File: src/rtl/grayscaler_rx.sv
// RGB byte-stream receiver: buffers bytes in a 4-deep FIFO, assembles R,G,B,
// computes weighted luma and hands one grayscale pixel at a time downstream.
module grayscaler_rx #(
  parameter int N  = 2,
  parameter int M  = 2,
  parameter int WR = 77,
  parameter int WG = 150,
  parameter int WB = 29
) (
  input  logic       clk,
  input  logic       rst,
  input  logic       enable,
  input  logic [7:0] data_in,
  input  logic       in_valid,
  output logic       pause,
  output logic [7:0] gray_out,
  output logic       gray_valid,
  input  logic       gray_ready,
  output logic       done,
  output logic       overflow
);

  localparam int PIX = N * M;
  localparam int PW  = $clog2(PIX + 1);
  localparam logic [PW-1:0] LAST_PIX = PW'(PIX - 1);
  localparam logic [15:0] WR16 = 16'(WR);
  localparam logic [15:0] WG16 = 16'(WG);
  localparam logic [15:0] WB16 = 16'(WB);

  typedef enum logic [2:0] {
    S_IDLE,
    S_COLLECT,
    S_COMPUTE,
    S_OUTPUT,
    S_DONE
  } state_t;

  state_t          state_q, state_d;
  logic [1:0]      idx_q, idx_d;
  logic [PW-1:0]   pix_q, pix_d;
  logic [7:0]      r_q, r_d, g_q, g_d, b_q, b_d;
  logic [7:0]      gray_q, gray_d;
  logic            ovf_q, ovf_d;

  logic [7:0]      fifo_mem [4];
  logic [1:0]      wr_ptr_q, wr_ptr_d, rd_ptr_q, rd_ptr_d;
  logic [2:0]      count_q, count_d;
  logic            fifo_full, fifo_empty;
  logic            push, pop;
  logic [7:0]      fifo_rd;
  logic [15:0]     sum;

  assign fifo_full  = (count_q == 3'd4);
  assign fifo_empty = (count_q == 3'd0);
  assign fifo_rd    = fifo_mem[rd_ptr_q];
  assign sum        = WR16 * {8'h00, r_q} + WG16 * {8'h00, g_q} + WB16 * {8'h00, b_q};

  assign pause      = (count_q >= 3'd2);
  assign gray_out   = gray_q;
  assign gray_valid = (state_q == S_OUTPUT);
  assign done       = (state_q == S_DONE);
  assign overflow   = ovf_q;

  always_comb begin
    state_d = state_q;
    idx_d   = idx_q;
    pix_d   = pix_q;
    r_d     = r_q;
    g_d     = g_q;
    b_d     = b_q;
    gray_d  = gray_q;
    pop     = 1'b0;
    // Input side runs independently of the pixel FSM, except while parked idle.
    push    = in_valid && !fifo_full && !(state_q == S_IDLE && !enable);
    ovf_d   = ovf_q | (in_valid && fifo_full);

    case (state_q)
      S_IDLE: begin
        idx_d = 2'd0;
        pix_d = '0;
        if (enable) state_d = S_COLLECT;
      end
      S_COLLECT: begin
        if (!fifo_empty) begin
          pop = 1'b1;
          case (idx_q)
            2'd0:    r_d = fifo_rd;
            2'd1:    g_d = fifo_rd;
            default: b_d = fifo_rd;
          endcase
          if (idx_q == 2'd2) begin
            idx_d   = 2'd0;
            state_d = S_COMPUTE;
          end else begin
            idx_d = idx_q + 2'd1;
          end
        end
      end
      S_COMPUTE: begin
        gray_d  = sum[15:8];
        state_d = S_OUTPUT;
      end
      S_OUTPUT: begin
        if (gray_ready) begin
          pix_d   = pix_q + 1'b1;
          state_d = (pix_q == LAST_PIX) ? S_DONE : S_COLLECT;
        end
      end
      S_DONE: begin
        pix_d   = '0;
        state_d = S_IDLE;
      end
      default: state_d = S_IDLE;
    endcase

    wr_ptr_d = push ? wr_ptr_q + 2'd1 : wr_ptr_q;
    rd_ptr_d = pop  ? rd_ptr_q + 2'd1 : rd_ptr_q;
    case ({push, pop})
      2'b10:   count_d = count_q + 3'd1;
      2'b01:   count_d = count_q - 3'd1;
      default: count_d = count_q;
    endcase
  end

  always_ff @(posedge clk) begin
    if (rst) begin
      state_q  <= S_IDLE;
      idx_q    <= 2'd0;
      pix_q    <= '0;
      r_q      <= 8'h00;
      g_q      <= 8'h00;
      b_q      <= 8'h00;
      gray_q   <= 8'h00;
      ovf_q    <= 1'b0;
      wr_ptr_q <= 2'd0;
      rd_ptr_q <= 2'd0;
      count_q  <= 3'd0;
    end else begin
      state_q  <= state_d;
      idx_q    <= idx_d;
      pix_q    <= pix_d;
      r_q      <= r_d;
      g_q      <= g_d;
      b_q      <= b_d;
      gray_q   <= gray_d;
      ovf_q    <= ovf_d;
      wr_ptr_q <= wr_ptr_d;
      rd_ptr_q <= rd_ptr_d;
      count_q  <= count_d;
    end
  end

  // Storage needs no reset: emptiness is tracked by count_q alone.
  always_ff @(posedge clk) begin
    if (push) fifo_mem[wr_ptr_q] <= data_in;
  end

endmodule

File: config.mk
export PLATFORM = sky130hd
export DESIGN_NAME = grayscaler_rx
export DESIGN_NICKNAME = d
export VERILOG_FILES = /design/src/rtl/grayscaler_rx.sv
export SDC_FILE = /design/constraint.sdc
export NUM_CORES = 1
export LEC_CHECK = 0
export CORE_MARGIN = 2
export CORE_UTILIZATION = 35
export CTS_CLUSTER_SIZE = 10
export DETAILED_ROUTE_END_ITERATION = 10
export HOLD_SLACK_MARGIN = 0.08
export MAX_ROUTING_LAYER = met4
export PLACE_DENSITY = 0.51
export SKIP_LAST_GASP = 1
export SYNTH_ARGS = -nofsm -noshare
export SYNTH_HDL_FRONTEND = slang
export SYNTH_SLANG_ARGS = --single-unit
File: constraint.sdc
create_clock -name clk -period 10.95 [get_ports clk]
set_input_delay 1.095 -clock clk [delete_from_list [all_inputs] [get_ports clk]]
set_output_delay 1.095 -clock clk [all_outputs]
set_load 0.1 [all_outputs]
==> impl_metrics.yaml <==
yosys:
  yosys.area.top_type_share_pct: 18.1
  synth_edf_count: 32
  syn_area_per_cell_sq_um: 10.9
  ys_ff_latch: 82
  syn-cell-area_sq_mm: 0.00627
  yosys.area.top_type: "ha_1"
  postSynthCellCount: 575
  synthArstFlopShare_pct: 0
  ys_warn_count: 0
  netlist_top_cells_area: "ha_1 (18%), fa_1 (18%), dfxtp_1 (16%), edfxtp_1 (15%), inv_1 (6.0%)"
  ys_seq_area_share_pct: 31.3
  synth.distinct_cells: 53
  synthFlopType: "dfxtp_1"
  syn-num-nets: 735
timing:
  layout_setup_ws_ps: 4430
  fin_worst_skew_ps: 4.79
  slew_violations: 0
  period_share_pct: 59.6
  rsz0062_at_grt: "no"
  worstMarginPinSlew_ps: 974
  holdWs_ps: 458
  hold_viol_final: 0
  setup_viol: 0
  min_period_ps: 6520
  fmax_mhz: 153
  setup_tns_ps: 0
  slew_headroom_pct: 34.9
clocking:
  cts_sinks: 82
  cts_tree: "done"
  htree_num_levels: 3
  path_clk_slew_ps: 70
  cts_resized: 0
  clk_latency_ps: 350
  cts_buffers: 9
  cts_root_buf: "clkbuf_16"
  cts-hold-fix-buffers: 0
  clock_path_buffers: 2
  post-cts-setup-buffers: 0
setup_path:
  critPathMostFrequentCell: "ha_1"
  end_kind: "flop"
  critPathKind: "flop to flop"
  crit_fanout: 5
  r2r_cells: 24
  max_stage_delay_ps: 540
  worstPathArrival_ps: 6760
  cpMaxStageDelayCell: "fa_1"
  crit_required_ps: 11190
  path_buf_inv: 5
  cp_cell_sequence: "ha_1, ha_1, ha_1, inv_1, fa_1, inv_1, ha_1, and2_1, a311oi_2, inv_1, a21oi_1, xnor2_1, ha_1, fa_1, inv_1, fa_1, fa_1, inv_1, ha_1, a21oi_1, o211ai_4, a31o_4, a21o_1, a221o_1"
  cp.depth: 24
  start_kind: "flop"
  crit_family: "adder cells"
global_route:
  grt_usage_pct: 14.9
  grt_pass1_vias: 4311
  grt_pass1_wl_mm: 21.0
  antenna_found_initial: 0
  overflow: 0
  grt_start_max_net_pins: 45
power:
  clkPwrFrac_pct: 33.1
  p_sw_share_pct: 33.2
  pwr_density_cell_mw_per_mm2: 125
  seqPwrFrac_pct: 40.8
  comb_power_share_pct: 26.1
  p_leak_nw: 3.38
  ir_drop_mv: 0.0811
  power.total_mw: 0.885
  internal_power_mw: 0.591
  p_switching_mw: 0.294
die:
  die_h_um: 138
  chipWidth_um: 138
  fp-row-count: 48
  dieArea_sq_mm: 0.0190
  initial_core_util_pct: 36.0
  ios: 25
  fp.coreArea_sq_mm: 0.0174
status:
  outcome: "completed"
layout:
  fin_util_pct: 40.5
  mostFrequentLayoutCells: "inv_1 (101), ha_1 (91), fa_1 (56), dfxtp_1 (50), nor2_1 (33)"
  nFillCells: 1686
  layout.cells.most_common: "inv_1"
  design_area_sq_mm: 0.00706
  fin_nets: 761
  areaGrowthSynthToFinish_pct: 12.5
  stdcell_count: 831
  diodes: 0
  drive_above_1_share_pct: 6.11
routing:
  vias_per_cell: 4.86
  drt_pass1_iterations: 4
  drc: 0
  routedWlPerCell_um: 14.8
  vias: 4038
  wirelength_mm: 12.3
  drt_iter0_drc: 199
  final_antenna_net_count: 0
place:
  placed_area_sq_mm: 0.00677
  dp.cells: 815
  pre_cts_ws_ps: 4380
  gp_routability_congestion: 0.858
  portBuffers: 24
  place_hpwl_mm: 9.83
min_path:
  hold_path_depth: 2
  hold_path_class: "flop to flop"
flow_run:
  maxCapViolCount: 0
==> path summary, 6_finish.rpt <==
check | startpoint | to | slack (ps)
worst max-delay path | g_q[5]$_SDFFE_PP0P_ | gray_out[6]$_SDFFE_PP0P_ | 4430
worst max register to register | g_q[5]$_SDFFE_PP0P_ | gray_out[6]$_SDFFE_PP0P_ | 4430
worst min-delay path | gray_out[5]$_SDFFE_PP0P_ | gray_out[5]$_SDFFE_PP0P_ | 460
worst min register to register | gray_out[5]$_SDFFE_PP0P_ | gray_out[5]$_SDFFE_PP0P_ | 460
==> power groups by stage <==
stage | logic [mW] | registers, mW | clock network (mW)
after detailed placement | 0.234 | 0.369 | 0
final | 0.231 | 0.361 | 0.293
after global placement | 0.230 | 0.368 | 0
after CTS | 0.236 | 0.362 | 0.303
after global routing | 0.266 | 0.365 | 0.316
after floorplan | 0.184 | 0.357 | 0
==> worst min-delay path, stage by stage, from the launching register on <==
cell and delay [ps]:
dfxtp_1 330, nand2_1 40, o21ai_0 50
==> synthesized netlist by cell type (2+ instances only) <==
| master | n |
|---|---|
| o21bai_1 | 2 |
| buf_2 | 3 |
| nor2_1 | 33 |
| xor2_1 | 8 |
| a211oi_1 | 2 |
| clkbuf_1 | 9 |
| and3_1 | 3 |
| fa_1 | 56 |
| nand2_1 | 25 |
| and2_1 | 5 |
| o211ai_1 | 3 |
| nor4_1 | 3 |
| nor3_1 | 5 |
| edfxtp_1 | 32 |
| mux4_2 | 8 |
| xnor2_1 | 13 |
| o21ai_0 | 10 |
| nor2b_1 | 2 |
| inv_1 | 101 |
| a31oi_1 | 2 |
| nand2b_1 | 3 |
| nand3_1 | 13 |
| a21oi_1 | 30 |
| a211o_1 | 3 |
| mux2i_1 | 18 |
| o21a_1 | 2 |
| nor3b_1 | 2 |
| or2_2 | 4 |
| a21o_1 | 10 |
| ha_1 | 91 |
| dfxtp_1 | 50 |
| o21ai_1 | 3 |
==> metal layers <==
layer	wire length, um	vias up	GRT usage (%)
li1	-	1998	-
met1	5830	1980	19.0
met2	5920	45	24.0
met3	294	15	2.49
met4	277	0	5.73
met5	0	-	-
==> final cells by class <==
cell class	count	area, sq um	share of cell area [%]
multi-input cells	379	3880	55.0
clock inverters	7	60.1	0.851
inverters	101	379	5.37
clock buffers	9	225	3.19
well taps	225	282	3.99
repair buffers	28	270	3.83
flip-flops and latches	82	1960	27.8
==> sequential cells by signal, summed over array words and instances (netlist names), named ones only <==
| register | cells |
|---|---|
| g_q | 8 |
| r_q | 8 |
| state_q | 3 |
| overflow | 1 |
| rd_ptr_q | 2 |
| fifo_mem | 32 |
| wr_ptr_q | 2 |
| pix_q | 3 |
| b_q | 8 |
| idx_q | 2 |
| gray_out | 8 |
| count_q | 3 |
==> cells by family after synthesis <==
logic type | after synthesis | share of synthesized area (%)
flops | 82 | 31.3
simple gates | 101 | 7.50
compound gates | 84 | 9.67
xor+xnor | 21 | 2.93
buf+inv | 114 | 6.88
mux | 26 | 5.74
fa+ha+maj | 147 | 36.0
No activity file was read; power rests on OpenSTA's default activity.
